===== src/rtl/hadamard_symbol_serializer_if.sv =====
// Frame-in / symbol-out handshake bundle for the Hadamard symbol serializer.
// slave is the serializer's view; master is the frame source plus symbol sink.
interface hadamard_symbol_serializer_if #(
  parameter int BIT_NUM  = 7,
  parameter int HADAMARD = 16
);
  logic [BIT_NUM*HADAMARD-1:0] in_data;
  logic                        in_valid;
  logic                        in_ready;
  logic [BIT_NUM-1:0]          out_sym;
  logic                        out_valid;
  logic                        out_ready;
  logic                        out_preamble;
  logic                        out_first;
  logic                        out_last;

  modport master (
    output in_data, in_valid, out_ready,
    input  in_ready, out_sym, out_valid, out_preamble, out_first, out_last
  );

  modport slave (
    input  in_data, in_valid, out_ready,
    output in_ready, out_sym, out_valid, out_preamble, out_first, out_last
  );
endinterface


===== src/rtl/hadamard_symbol_serializer.sv =====
// Buffers up to two encoded Hadamard frames and streams them one symbol per
// cycle, each frame preceded by a fixed preamble, under sink backpressure.
module hadamard_symbol_serializer #(
  parameter int                 HADAMARD      = 16,
  parameter int                 PAM_LEVEL_LOG = 3,
  parameter int                 BIT_NUM       = 7,
  parameter int                 PREAMBLE_LEN  = 4,
  parameter logic [BIT_NUM-1:0] PREAMBLE_SYM  = 7'h55
) (
  input  logic                          clk,
  input  logic                          reset,
  hadamard_symbol_serializer_if.slave   bus,
  output logic [15:0]                   frame_count
);
  localparam int M       = BIT_NUM * HADAMARD;
  localparam int KW      = $clog2(HADAMARD);
  localparam int CNT_MAX = (PREAMBLE_LEN > HADAMARD) ? PREAMBLE_LEN : HADAMARD;
  localparam int CW      = $clog2(CNT_MAX + 1);

  localparam logic [1:0] S_IDLE  = 2'd0;
  localparam logic [1:0] S_PRE   = 2'd1;
  localparam logic [1:0] S_PAY   = 2'd2;
  localparam logic [1:0] S_START = (PREAMBLE_LEN > 0) ? S_PRE : S_PAY;

  generate
    if (BIT_NUM != KW + PAM_LEVEL_LOG) begin : g_bad_width
      $error("BIT_NUM must equal log2(HADAMARD)+PAM_LEVEL_LOG");
    end
  endgenerate

  logic [M-1:0]       mem_q [2];
  logic               wr_ptr_q, wr_ptr_d;
  logic               rd_ptr_q, rd_ptr_d;
  logic [1:0]         count_q, count_d;
  logic [1:0]         state_q, state_d;
  logic [CW-1:0]      cnt_q, cnt_d;
  logic [15:0]        frame_cnt_q, frame_cnt_d;
  logic               push, xfer, pop, at_pre_end, at_last;
  logic [BIT_NUM-1:0] head_sym [HADAMARD];

  generate
    for (genvar gi = 0; gi < HADAMARD; gi++) begin : g_head
      assign head_sym[gi] = mem_q[rd_ptr_q][gi*BIT_NUM +: BIT_NUM];
    end
  endgenerate

  assign bus.in_ready = (count_q != 2'd2) && !reset;
  assign push         = bus.in_valid && bus.in_ready;
  assign xfer         = bus.out_valid && bus.out_ready;
  assign at_last      = (state_q == S_PAY) && (cnt_q == CW'(HADAMARD - 1));
  assign at_pre_end   = (state_q == S_PRE) && (int'(cnt_q) == PREAMBLE_LEN - 1);
  assign pop          = at_last && xfer;

  always_comb begin
    count_d     = count_q + {1'b0, push} - {1'b0, pop};
    wr_ptr_d    = wr_ptr_q ^ push;
    rd_ptr_d    = rd_ptr_q ^ pop;
    frame_cnt_d = frame_cnt_q + {15'd0, pop};
    state_d     = state_q;
    cnt_d       = cnt_q;
    case (state_q)
      S_IDLE: begin
        if (count_q != 2'd0) begin
          state_d = S_START;
          cnt_d   = '0;
        end
      end
      S_PRE: begin
        if (xfer) begin
          if (at_pre_end) begin
            state_d = S_PAY;
            cnt_d   = '0;
          end else begin
            cnt_d = cnt_q + 1'b1;
          end
        end
      end
      S_PAY: begin
        if (xfer) begin
          if (at_last) begin
            // A frame pushed on this same edge counts as remaining: no gap cycle.
            cnt_d   = '0;
            state_d = ((count_q > 2'd1) || push) ? S_START : S_IDLE;
          end else begin
            cnt_d = cnt_q + 1'b1;
          end
        end
      end
      default: state_d = S_IDLE;
    endcase
  end

  always_ff @(posedge clk) begin
    if (reset) begin
      wr_ptr_q    <= 1'b0;
      rd_ptr_q    <= 1'b0;
      count_q     <= 2'd0;
      state_q     <= S_IDLE;
      cnt_q       <= '0;
      frame_cnt_q <= 16'd0;
    end else begin
      wr_ptr_q    <= wr_ptr_d;
      rd_ptr_q    <= rd_ptr_d;
      count_q     <= count_d;
      state_q     <= state_d;
      cnt_q       <= cnt_d;
      frame_cnt_q <= frame_cnt_d;
    end
  end

  always_ff @(posedge clk) begin
    if (push) begin
      mem_q[wr_ptr_q] <= bus.in_data;
    end
  end

  always_comb begin
    bus.out_sym = '0;
    if (state_q == S_PRE) begin
      bus.out_sym = PREAMBLE_SYM;
    end else if (state_q == S_PAY) begin
      bus.out_sym = head_sym[cnt_q[KW-1:0]];
    end
  end

  assign bus.out_valid    = (state_q != S_IDLE);
  assign bus.out_preamble = (state_q == S_PRE);
  assign bus.out_first    = (state_q == S_PAY) && (cnt_q == '0);
  assign bus.out_last     = at_last;
  assign frame_count      = frame_cnt_q;
endmodule

===== src/flat_wrapper.sv =====
// flat-port wrapper written by rule: the top's interface ports become plain ports
module hadamard_symbol_serializer_flat 
#(
  parameter int                 HADAMARD      = 16,
  parameter int                 PAM_LEVEL_LOG = 3,
  parameter int                 BIT_NUM       = 7,
  parameter int                 PREAMBLE_LEN  = 4,
  parameter logic [BIT_NUM-1:0] PREAMBLE_SYM  = 7'h55
)
  (clk, reset, frame_count, bus_in_data, bus_in_valid, bus_out_ready, bus_in_ready, bus_out_sym, bus_out_valid, bus_out_preamble, bus_out_first, bus_out_last);
  hadamard_symbol_serializer_if #(.BIT_NUM(BIT_NUM), .HADAMARD(HADAMARD)) bus_i ();
  input  logic clk;
  input  logic reset;
  output logic [15:0] frame_count;
  input wire logic [$bits(bus_i.in_data)-1:0] bus_in_data;
  input wire logic [$bits(bus_i.in_valid)-1:0] bus_in_valid;
  input wire logic [$bits(bus_i.out_ready)-1:0] bus_out_ready;
  output wire logic [$bits(bus_i.in_ready)-1:0] bus_in_ready;
  output wire logic [$bits(bus_i.out_sym)-1:0] bus_out_sym;
  output wire logic [$bits(bus_i.out_valid)-1:0] bus_out_valid;
  output wire logic [$bits(bus_i.out_preamble)-1:0] bus_out_preamble;
  output wire logic [$bits(bus_i.out_first)-1:0] bus_out_first;
  output wire logic [$bits(bus_i.out_last)-1:0] bus_out_last;
  assign bus_i.in_data = bus_in_data;
  assign bus_i.in_valid = bus_in_valid;
  assign bus_i.out_ready = bus_out_ready;
  assign bus_in_ready = bus_i.in_ready;
  assign bus_out_sym = bus_i.out_sym;
  assign bus_out_valid = bus_i.out_valid;
  assign bus_out_preamble = bus_i.out_preamble;
  assign bus_out_first = bus_i.out_first;
  assign bus_out_last = bus_i.out_last;
  hadamard_symbol_serializer #(.HADAMARD(HADAMARD), .PAM_LEVEL_LOG(PAM_LEVEL_LOG), .BIT_NUM(BIT_NUM), .PREAMBLE_LEN(PREAMBLE_LEN), .PREAMBLE_SYM(PREAMBLE_SYM)) u_core (.clk(clk), .reset(reset), .bus(bus_i), .frame_count(frame_count));
endmodule

===== config.mk =====
export PLATFORM = sky130hd
export DESIGN_NAME = hadamard_symbol_serializer_flat
export DESIGN_NICKNAME = d
export VERILOG_FILES = /design/src/rtl/hadamard_symbol_serializer_if.sv /design/src/rtl/hadamard_symbol_serializer.sv /design/src/flat_wrapper.sv
export SDC_FILE = /design/constraint.sdc
export NUM_CORES = 1
export LEC_CHECK = 0
export BUFFER_PORTS_ARGS = -buffer_cell sky130_fd_sc_hd__buf_2
export CELL_PAD_IN_SITES_DETAIL_PLACEMENT = 1
export CELL_PAD_IN_SITES_GLOBAL_PLACEMENT = 2
export CORE_MARGIN = 2
export CORE_UTILIZATION = 40
export CTS_CLUSTER_DIAMETER = 150
export DETAILED_ROUTE_END_ITERATION = 12
export GPL_TIMING_DRIVEN = 0
export PLACE_DENSITY = 0.87
export SETUP_SLACK_MARGIN = 0.3
export SLEW_MARGIN = 20
export SYNTH_ARGS = -nofsm -noshare
export SYNTH_HDL_FRONTEND = slang
export SYNTH_SLANG_ARGS = --single-unit

===== constraint.sdc =====
create_clock -name clk -period 8 [get_ports clk]
set_clock_uncertainty 0.05 [all_clocks]
set_input_delay 1.6 -clock clk [delete_from_list [all_inputs] [get_ports clk]]
set_output_delay 1.6 -clock clk [all_outputs]
set_load 0.05 [all_outputs]

Word level (Yosys, flattened, before mapping). Memory sizes are Yosys's and may differ from the RTL's. A register that Yosys moved wholly into a read port is not among the register bits. Cells that the tools add are included.

Register bits: 27. Bits in latches: 0. Memory bits (writable): 224. Bits in read-only memories: 0. Bits of input ports: 116. Output and inout port bits: 28. Word-level logic and storage cells: 63. Memories kept: 1.

Memory list: u_core.mem_q (words 2, bits a word 112, read ports 1, clocked after memory_dff 1, write ports 1, RTL line hadamard_symbol_serializer.sv:31) `logic [M-1:0] mem_q [2];`.

$add $sub $neg: 4. $mul: 0. Div/mod/pow operators: 0. Magnitude comparators: 2. Equal/unequal tests: 10. Shifts and indexed selects: 0. Mux-type cells: 21. Bitwise logic cells: 3. Reductions and logical operators: 16.

Operator list (count): $bmux 7 s4 (1); $mux 7 (4); $mux 5 (5); $add 16x1->16 (1); $pmux 5 s3 (1); $mux 2 (5); $ne 2x1->1 const B (5); $logic_and 1x1->1 (7); $pmux 2 s3 (1); $add 5x1->5 const B (1); $eq 5x3->1 const B (1); $eq 5x4->1 const B (1); $ge 5x5->1 const B (1); $logic_not 5->1 (1); $not 4->5 (1); $reduce_and 5->1 (1); $mux 1 (4); $reduce_and 4->1 (1); $reduce_bool 2->1 (2); $reduce_bool 3->1 (1); $add 2x1->2 (1); $eq 2x1->1 const B (1); $eq 2x2->1 const B (1); $gt 2x1->1 const B (1); other kinds (6) (7).

Depth between registers and ports, before layout. Gate-level depths: netlist (run 1).

Depth after elaboration: 8. Gate-level depth with buffers: 12.

Worst setup path before layout (run 1). OpenSTA, ideal clock, no wires.

Path kind: input to register. From: in reset. To: mem u_core.mem_q[1][0] (netlist name) (enable). Library setup time: 0.485 ns. Arrival: 5.522 ns. Data required time: 7.465 ns. Setup slack: 1.944 ns. Stages: 4. Buffers on the path: 1. Path through: clkbuf_1 -> a21oi_1 -> and2_1 -> ha_1.

Word-level cells in the longest chain between the ends: 5.

RTL lines: start, declared (RTL line flat_wrapper.sv:13) `input logic reset;`; $logic_not 1->1 (RTL line hadamard_symbol_serializer.sv:47) `assign bus.in_ready = (count_q != 2'd2) && !reset;`; $logic_and 1x1->1 (RTL line hadamard_symbol_serializer.sv:47); via bus_in_ready (RTL line flat_wrapper.sv:18) `output wire logic [$bits(bus_i.in_ready)-1:0] bus_in_ready;`; $logic_and 1x1->1 (RTL line hadamard_symbol_serializer.sv:48) `assign push = bus.in_valid && bus.in_ready;`; $mux 1 (RTL line hadamard_symbol_serializer.sv:112) `if (push) begin`; $mux 1 (not written as such) (RTL line hadamard_symbol_serializer.sv:113) `mem_q[wr_ptr_q] <= bus.in_data;`; end, declared (RTL line hadamard_symbol_serializer.sv:31).

The timed path passes the listed nets, and every way through them passes these cells.

Final worst setup path (run 1).
From: reg u_core.cnt_q[0]. To: out bus_out_sym[6].

Word-level cells in the longest chain between the ends: 6.

RTL lines: start, declared (RTL line hadamard_symbol_serializer.sv:36) `logic [CW-1:0] cnt_q, cnt_d;`; start signal, assigned (RTL line hadamard_symbol_serializer.sv:106) `cnt_q <= cnt_d;`; $not 4->5 (not written as such) (RTL line hadamard_symbol_serializer.sv:122) `bus.out_sym = head_sym[cnt_q[KW-1:0]];`; $bmux 7 s4 (RTL line hadamard_symbol_serializer.sv:122); $mux 7 (not written as such) (2 in series) (RTL line hadamard_symbol_serializer.sv:122); $mux 7 (RTL line hadamard_symbol_serializer.sv:121) `end else if (state_q == S_PAY) begin`; $mux 7 (RTL line hadamard_symbol_serializer.sv:119) `if (state_q == S_PRE) begin`; end, declared (RTL line flat_wrapper.sv:19) `output wire logic [$bits(bus_i.out_sym)-1:0] bus_out_sym;`.

No other way between the ends. The select of a mux whose other input is x is not followed.

==> results of run 1 <==
-- path summary, 6_finish.rpt --
kind	end	startpoint	slack [ns]	cells past startpoint
max	bus_out_sym[6]	u_core.cnt_q[0]$_SDFFE_PP0P_	3.25	7
min	u_core.cnt_q[4]$_SDFFE_PP0P_	u_core.cnt_q[4]$_SDFFE_PP0P_	0.45	2
max reg2reg	u_core.frame_count[15]$_SDFF_PP0_	u_core.cnt_q[2]$_SDFFE_PP0P_	4.83	11
min reg2reg	u_core.cnt_q[4]$_SDFFE_PP0P_	u_core.cnt_q[4]$_SDFFE_PP0P_	0.45	2
-- kinds of logic (layout without fill, tap and decap cells) --
group           after synthesis  after routing  share of synthesized area
compound gates               72             72                     0.0474
simple gates                101            101                     0.0508
flops                       251            251                      0.724
fa+ha+maj                    14             14                     0.0174
mux                          87             87                      0.123
buf+inv                      37            234                     0.0240
xor+xnor                     15             15                     0.0131
other cells                   0              1                          0
-- sequential cells by signal (all words and copies together) (netlist names) --
register and cells:
u_core.mem_q 224, u_core.frame_count 16, u_core.cnt_q 5, u_core.count_q 2, u_core.state_q 2, u_core.rd_ptr_q 1, u_core.wr_ptr_q 1
-- where the power goes --
part / switching [mW] / total [mW] / internal (mW)
sequential: 0.0165 / 1.50 / 1.48
combinational: 0.218 / 0.326 / 0.108
clock: 0.501 / 1.22 / 0.717
total: 0.736 / 3.04 / 2.31
-- cells in the final DEF, fill, tap and decap left out, drive strengths merged, types with 19 or more instances in the layout --
cell    count
a21oi      19
buf       165
clkbuf     42
dfxtp      27
edfxtp    224
mux2i      59
mux4       28
nand2      28
nor2       21
-- routing by layer --
| metal | share of wire | track usage |
|---|---|---|
| met5 | 0 | 0 |
| met4 | 0.030 | 0.0591 |
| met3 | 0.051 | 0.0293 |
| met2 | 0.51 | 0.325 |
| met1 | 0.41 | 0.237 |
-- metrics by stage --
stage	setup slack, ns	cells	hold WS (ns)
after floorplan	1.94	577	0.403
after global routing	3.08	1099	0.469
after detailed placement	3.78	1048	0.443
after CTS	3.25	1098	0.450
final	3.25	1099	0.455
after global placement	1.07	1044	0.418
-- area by class of cell --
cell class / instances / area, um2
tap: 324 / 405
fill: 2388 / 12300
inverter: 9 / 33.8
buffer: 28 / 208
antenna: 1 / 2.50
timing repair buffer: 147 / 818
sequential: 251 / 7270
clock buffer: 32 / 694
clock inverter: 18 / 170
multi-input combinational: 289 / 2560
-- critical path, cell delays in order (launching register included) --
cell and delay [ns]:
sky130_fd_sc_hd__dfxtp_1 0.33, sky130_fd_sc_hd__buf_2 0.21, sky130_fd_sc_hd__clkbuf_1 0.63, sky130_fd_sc_hd__nand2_1 0.29
sky130_fd_sc_hd__o22ai_1 0.33, sky130_fd_sc_hd__nor4_1 0.10, sky130_fd_sc_hd__a211oi_1 0.33, sky130_fd_sc_hd__buf_2 0.35
==> impl_metrics.prom, run 1 <==
# TYPE chip_impl_metric gauge
chip_impl_info{name="result_of_the_run",value="finished, final reports clean"} 1
chip_impl_metric{name="final.setup.tns",unit="ns"} 0
chip_impl_info{name="synth_area_leaders",value="sky130_fd_sc_hd__edfxtp_1 (67%), sky130_fd_sc_hd__mux2i_1 (5.9%), sky130_fd_sc_hd__dfxtp_1 (5.4%), sky130_fd_sc_hd__mux4_2 (5.2%), sky130_fd_sc_hd__ha_1 (1.7%)"} 1
chip_impl_metric{name="maximum_clock_path_buffer_count",unit=""} 3
chip_impl_info{name="worstSetupEndpointType",value="primary output"} 1
chip_impl_metric{name="final-max-slew-violation-count",unit=""} 0
chip_impl_metric{name="report.final.hold_viol_count",unit=""} 0
chip_impl_metric{name="timing.final.crit_period",unit="ns"} 4.75
chip_impl_metric{name="cts.clk_slew.worst_paths",unit="ns"} 0.06
chip_impl_metric{name="post_synth_edffs",unit=""} 224
chip_impl_metric{name="core",unit="um2"} 24500
chip_impl_metric{name="post_cts_hold_buffer_count",unit=""} 0
chip_impl_metric{name="synth_cell_types",unit=""} 45
chip_impl_info{name="worstHoldPathType",value="flip-flop to flip-flop"} 1
chip_impl_metric{name="ant_nets",unit=""} 0
chip_impl_info{name="worstSetupStartpointType",value="flip-flop"} 1
chip_impl_metric{name="post-route-cell-area",unit="um2"} 12200
chip_impl_metric{name="grt_pass1_vias",unit=""} 6337
chip_impl_info{name="synth_largest_area_cell",value="sky130_fd_sc_hd__edfxtp_1"} 1
chip_impl_metric{name="grt_antenna_before_repair",unit=""} 1
chip_impl_metric{name="tightest_slew",unit="ns"} 0.868
chip_impl_metric{name="gr-usage-all-layers",unit=""} 0.185
chip_impl_metric{name="cts.htree.levels",unit=""} 1
chip_impl_metric{name="die_area",unit="um2"} 26400
chip_impl_metric{name="report.power.total",unit="mW"} 3.04
chip_impl_metric{name="yosys_register_bits",unit=""} 251
chip_impl_metric{name="postLayoutCoreUtil",unit=""} 0.497
chip_impl_metric{name="grt_max_degree",unit=""} 56
chip_impl_metric{name="grt_pass1_wl",unit="mm"} 37.0
chip_impl_metric{name="timing.critical_path.fanout_max",unit=""} 10
chip_impl_metric{name="post_drt_wl_per_cell",unit="um"} 22.0
chip_impl_metric{name="ys.warnings.count",unit=""} 0
chip_impl_metric{name="clkLatencyLatePin",unit="ns"} 0.54
chip_impl_info{name="synth_most_common_cell",value="sky130_fd_sc_hd__edfxtp_1"} 1
chip_impl_info{name="postSynth.topFlopCell",value="sky130_fd_sc_hd__edfxtp_1"} 1
chip_impl_metric{name="p_per_area",unit="nW/um2"} 250
chip_impl_metric{name="timing.max_slew.rel_slack",unit=""} 0.419
chip_impl_metric{name="layout-drive-gt1-share",unit=""} 0.296
chip_impl_metric{name="route.vias.total",unit=""} 5752
chip_impl_metric{name="p_leak",unit="nW"} 4.23
chip_impl_metric{name="placement_rows",unit=""} 57
chip_impl_metric{name="numCtsBuffers",unit=""} 27
chip_impl_metric{name="cp_data_required_time",unit="ns"} 6.35
chip_impl_info{name="setup.worst_path.class",value="flip-flop to primary output"} 1
chip_impl_metric{name="syn-mean-instance-area",unit="um2"} 17.4
chip_impl_metric{name="portBuffers",unit=""} 143
chip_impl_metric{name="finalWeightedCongestion",unit=""} 0.822
chip_impl_metric{name="drtIter0Drc",unit=""} 414
chip_impl_metric{name="mappedNetlistNets",unit=""} 707
chip_impl_info{name="cts_root_buf",value="sky130_fd_sc_hd__clkbuf_16"} 1
chip_impl_metric{name="grt-ovfl-total",unit=""} 0
chip_impl_metric{name="async_flop_share",unit=""} 0
chip_impl_metric{name="die_h",unit="um"} 162
chip_impl_info{name="clock_tree_from_tritoncts",value="done"} 1
chip_impl_metric{name="sequential_share_of_the_synthesized_area",unit=""} 0.724
chip_impl_metric{name="ios",unit=""} 144
chip_impl_metric{name="routed_wl",unit="mm"} 24.2
chip_impl_metric{name="area_growth",unit="%"} 21.1
chip_impl_metric{name="setup_viol",unit=""} 0
chip_impl_metric{name="fmax",unit="GHz"} 0.210
chip_impl_metric{name="post_cts_resize_count",unit=""} 0
chip_impl_metric{name="drc_violations_left",unit=""} 0
chip_impl_metric{name="die-width",unit="um"} 162
chip_impl_metric{name="hpwl",unit="mm"} 17.2
chip_impl_metric{name="synthDominantCellAreaShare",unit=""} 0.670
chip_impl_info{name="synth_commonest_cells",value="sky130_fd_sc_hd__edfxtp_1 (224), sky130_fd_sc_hd__mux2i_1 (59), sky130_fd_sc_hd__nand2_1 (28)"} 1
chip_impl_metric{name="start_util",unit=""} 0.410
chip_impl_metric{name="avgViaCountPerCell",unit=""} 5.23
chip_impl_metric{name="syn_inst",unit=""} 577
chip_impl_info{name="grt_setup_unrepaired",value="false"} 1
chip_impl_metric{name="drt_pass1_iterations",unit=""} 5
chip_impl_metric{name="post_cts_buffers",unit=""} 0
chip_impl_metric{name="finalCritPeriodShare",unit=""} 0.594
chip_impl_metric{name="max-cap-violations",unit=""} 0
chip_impl_metric{name="cts.sinks",unit=""} 251
chip_impl_metric{name="data_arrival_time_of_the_critical_path",unit="ns"} 3.10
chip_impl_metric{name="post_dp_cell_area",unit="um2"} 11300
chip_impl_metric{name="final_net_count",unit=""} 883
chip_impl_metric{name="synthesis.area",unit="um2"} 10000
chip_impl_metric{name="vdd.ir_drop.worst",unit="mV"} 0.178
Power figures use the tool's default switching activity.
==> run 2, diff against run 1 <==
- clock period: 8 -> 4.4 ns (I/O delays scaled with it)
==> run 2 against run 1 <==
Compared with the run above:
- core utilization up 0.21 points
- cell count about the same
- power up 84%
- sequential share of layout area down 0.26 points
- count of clock-buffer cells in the layout up 2
- design area up 0.43%
- sequential cell count unchanged
- setup slack worse by 2.8 ns
- non-clock buffer count unchanged
- critical path depth up 1
- via count up 1.6%
==> impl_metrics.prom, run 2 (synthesis results as in run 1) <==
# TYPE chip_impl_metric gauge
chip_impl_metric{name="final-max-slew-violation-count",unit=""} 0
chip_impl_metric{name="post_drt_wl_per_cell",unit="um"} 22.3
chip_impl_metric{name="drt_pass1_iterations",unit=""} 4
chip_impl_metric{name="post-route-worst-setup-slack",unit="ns"} 0.434
chip_impl_info{name="worstSetupStartpointType",value="flip-flop"} 1
chip_impl_metric{name="clockPowerShare",unit=""} 0.405
chip_impl_metric{name="ant_nets",unit=""} 0
chip_impl_metric{name="timing.max_slew.rel_slack",unit=""} 0.434
chip_impl_metric{name="grt-ovfl-total",unit=""} 0
chip_impl_info{name="holdCritStartpoint",value="u_core.cnt_q[4]$_SDFFE_PP0P_"} 1
chip_impl_info{name="grt_setup_unrepaired",value="false"} 1
chip_impl_metric{name="switching_share",unit=""} 0.243
chip_impl_info{name="regToRegEndpoint",value="u_core.frame_count[15]$_SDFF_PP0_"} 1
chip_impl_info{name="result_of_the_run",value="finished, final reports clean"} 1
chip_impl_metric{name="maximum_clock_path_buffer_count",unit=""} 3
chip_impl_info{name="path_cells",value="buf_2 -> inv_1 -> nand3_1 -> clkbuf_1 -> o22ai_1 -> a211oi_1 -> a211oi_2 -> buf_2"} 1
chip_impl_info{name="most_frequent_cells_in_the_layout",value="sky130_fd_sc_hd__edfxtp_1 (224), sky130_fd_sc_hd__buf_2 (148), sky130_fd_sc_hd__mux2i_1 (59)"} 1
chip_impl_metric{name="die_area",unit="um2"} 26400
chip_impl_info{name="most_frequent_standard_cell_in_the_layout_excluding_fill_and_tap_cells",value="sky130_fd_sc_hd__edfxtp_1"} 1
chip_impl_metric{name="ios",unit=""} 144
chip_impl_metric{name="grt_pass1_wl",unit="mm"} 37.0
chip_impl_metric{name="area_growth",unit="%"} 21.6
chip_impl_metric{name="number_of_stages_on_the_worst_hold_path",unit=""} 2
chip_impl_metric{name="p_leak",unit="nW"} 4.24
chip_impl_info{name="top_usage_layer",value="met2"} 1
chip_impl_metric{name="largest_register_ff_count",unit=""} 224
chip_impl_metric{name="hpwl",unit="mm"} 17.6
chip_impl_metric{name="finalWeightedCongestion",unit=""} 0.814
chip_impl_metric{name="data_arrival_time_of_the_critical_path",unit="ns"} 3.04
chip_impl_metric{name="routed_wl",unit="mm"} 24.4
chip_impl_metric{name="place_ws",unit="ns"} 0.840
chip_impl_metric{name="timing.reg2reg.worst_path_depth",unit=""} 11
chip_impl_metric{name="place_inst",unit=""} 1048
chip_impl_metric{name="share_seq_of_total_power",unit=""} 0.487
chip_impl_metric{name="cp_data_required_time",unit="ns"} 3.47
chip_impl_metric{name="core",unit="um2"} 24500
chip_impl_metric{name="vdd.ir_drop.worst",unit="mV"} 0.301
chip_impl_metric{name="cts.htree.levels",unit=""} 1
chip_impl_metric{name="post_cts_hold_buffer_count",unit=""} 0
chip_impl_info{name="critical_path.top_delay_family",value="buffers and inverters"} 1
chip_impl_metric{name="portBuffers",unit=""} 143
chip_impl_metric{name="finalCritPeriodShare",unit=""} 0.901
chip_impl_info{name="cts_root_buf",value="sky130_fd_sc_hd__clkbuf_16"} 1
chip_impl_metric{name="route.vias.total",unit=""} 5843
chip_impl_metric{name="critical_path.n_buffers_inverters",unit=""} 4
chip_impl_metric{name="n_antenna_cell",unit=""} 0
chip_impl_metric{name="fmax",unit="GHz"} 0.252
chip_impl_metric{name="die_h",unit="um"} 162
chip_impl_metric{name="cts.clk_slew.worst_paths",unit="ns"} 0.06
chip_impl_metric{name="grt_max_degree",unit=""} 51
chip_impl_metric{name="post_cts_buffers",unit=""} 0
chip_impl_metric{name="drtIter0Drc",unit=""} 463
chip_impl_metric{name="net_load_switching_power",unit="mW"} 1.36
chip_impl_metric{name="die-width",unit="um"} 162
chip_impl_metric{name="placement_rows",unit=""} 57
chip_impl_metric{name="drc_violations_left",unit=""} 0
chip_impl_metric{name="start_util",unit=""} 0.410
chip_impl_metric{name="use_met1",unit=""} 0.233
chip_impl_info{name="worstHoldEndpoint",value="u_core.cnt_q[4]$_SDFFE_PP0P_"} 1
chip_impl_metric{name="max-cap-violations",unit=""} 0
chip_impl_metric{name="final_net_count",unit=""} 884
chip_impl_metric{name="worst_hold_slack",unit="ns"} 0.444
chip_impl_metric{name="gr-usage-all-layers",unit=""} 0.186
chip_impl_info{name="cp_slowest_cell",value="sky130_fd_sc_hd__clkbuf_1"} 1
chip_impl_metric{name="grt_antenna_before_repair",unit=""} 0
chip_impl_metric{name="numCtsBuffers",unit=""} 28
chip_impl_metric{name="final.setup.tns",unit="ns"} 0
chip_impl_info{name="critical-path-top-cell-by-count",value="sky130_fd_sc_hd__buf_2"} 1
chip_impl_metric{name="highest_cell_delay_on_the_worst_timing_path",unit="ns"} 0.51
chip_impl_info{name="worstSetupEndpointType",value="primary output"} 1
chip_impl_metric{name="timing.final.crit_period",unit="ns"} 3.97
chip_impl_metric{name="timing.critical_path.fanout_max",unit=""} 10
chip_impl_metric{name="grt_pass1_vias",unit=""} 6475
chip_impl_info{name="worstHoldPathType",value="flip-flop to flip-flop"} 1
chip_impl_metric{name="final_cell_count_no_fill",unit=""} 1098
chip_impl_info{name="timing.rr.start",value="u_core.cnt_q[2]$_SDFFE_PP0P_"} 1
chip_impl_metric{name="tightest_slew",unit="ns"} 0.845
chip_impl_metric{name="clkLatencyLatePin",unit="ns"} 0.55
chip_impl_info{name="setup.worst_path.class",value="flip-flop to primary output"} 1
chip_impl_metric{name="gr-usage-met3",unit=""} 0.0362
chip_impl_metric{name="layout-drive-gt1-share",unit=""} 0.302
chip_impl_info{name="largest_register",value="u_core.mem_q"} 1
chip_impl_metric{name="avgViaCountPerCell",unit=""} 5.32
chip_impl_metric{name="p_per_area",unit="nW/um2"} 459
chip_impl_metric{name="setup_viol",unit=""} 0
chip_impl_metric{name="cts.sinks",unit=""} 251
chip_impl_metric{name="global_routing_met2_resource_utilization",unit=""} 0.324
chip_impl_metric{name="power.combinational.fraction",unit=""} 0.108
chip_impl_metric{name="power.internal",unit="mW"} 4.24
chip_impl_metric{name="report.final.hold_viol_count",unit=""} 0
chip_impl_metric{name="r2r_setup_slack",unit="ns"} 1.21
chip_impl_info{name="clock_tree_from_tritoncts",value="done"} 1
[run 2: power by group through the flow]
| stage | Clock [mW] | Sequential (mW) | Combinational [mW] |
|---|---|---|---|
| floorplan | 0 | 2.77 | 0.370 |
| CTS | 2.32 | 2.73 | 0.607 |
| global route | 2.41 | 2.73 | 0.648 |
| finish | 2.27 | 2.73 | 0.607 |
| global placement | 0 | 2.77 | 0.563 |
| detailed placement | 0 | 2.78 | 0.603 |
[run 2: stage by stage]
stage	area (um2)	utilization	power, mW
finish	12200	0.499	5.60
global route	12200	0.499	5.79
CTS	12200	0.499	5.66
detailed placement	11300	0.462	3.38
global placement	11200	0.456	3.34
floorplan	10000	-	3.14
[run 2: final cells by class]
class,instances,area (um2)
Fill cell,2390,12300
Buffer,28,209
Clock buffer,34,723
Timing Repair Buffer,147,818
Inverter,9,33.8
Multi-Input combinational cell,289,2570
Tap cell,324,405
Sequential cell,251,7270
Clock inverter,16,184
[run 2: repair_timing]
| action | 4_1_cts | 5_1_grt |
|---|---|---|
| hold endpoints to repair | 0 | 0 |
| gates resized for setup | 1 | 2 |
| endpoints found under the setup margin | 1 | 2 |
| cloned | 0 | 0 |
[run 2: routing by layer]
metal,wire (um),vias up
met5,0,-
met4,735,0
met3,1520,45
met2,12500,189
met1,9680,2965
li1,-,2644
[run 2: worst max-delay path by stage]
stage | start | end | slack, ns | cells past startpoint
after floorplan | reset | u_core.mem_q[1][0]$_DFFE_PP_ | 0.27 | 4
after global placement | reset | u_core.mem_q[0][75]$_DFFE_PP_ | 0.08 | 5
after detailed placement | u_core.cnt_q[0]$_SDFFE_PP0P_ | bus_out_sym[6] | 0.84 | 7
after CTS | u_core.cnt_q[1]$_SDFFE_PP0P_ | bus_out_sym[3] | 0.41 | 7
after global routing | u_core.cnt_q[2]$_SDFFE_PP0P_ | bus_out_sym[5] | 0.31 | 7
final | u_core.cnt_q[0]$_SDFFE_PP0P_ | bus_out_sym[3] | 0.43 | 8
[run 2: worst reg2reg max path, delay by kind of cell (launching register included)]
family	cells	cell delay, ns
AO/OA/AOI/OAI	1	0.14
adder cells (fa/ha/maj)	2	0.34
buffers and inverters	2	0.81
AND/OR/NAND/NOR	6	1.45
flip-flops	1	0.31
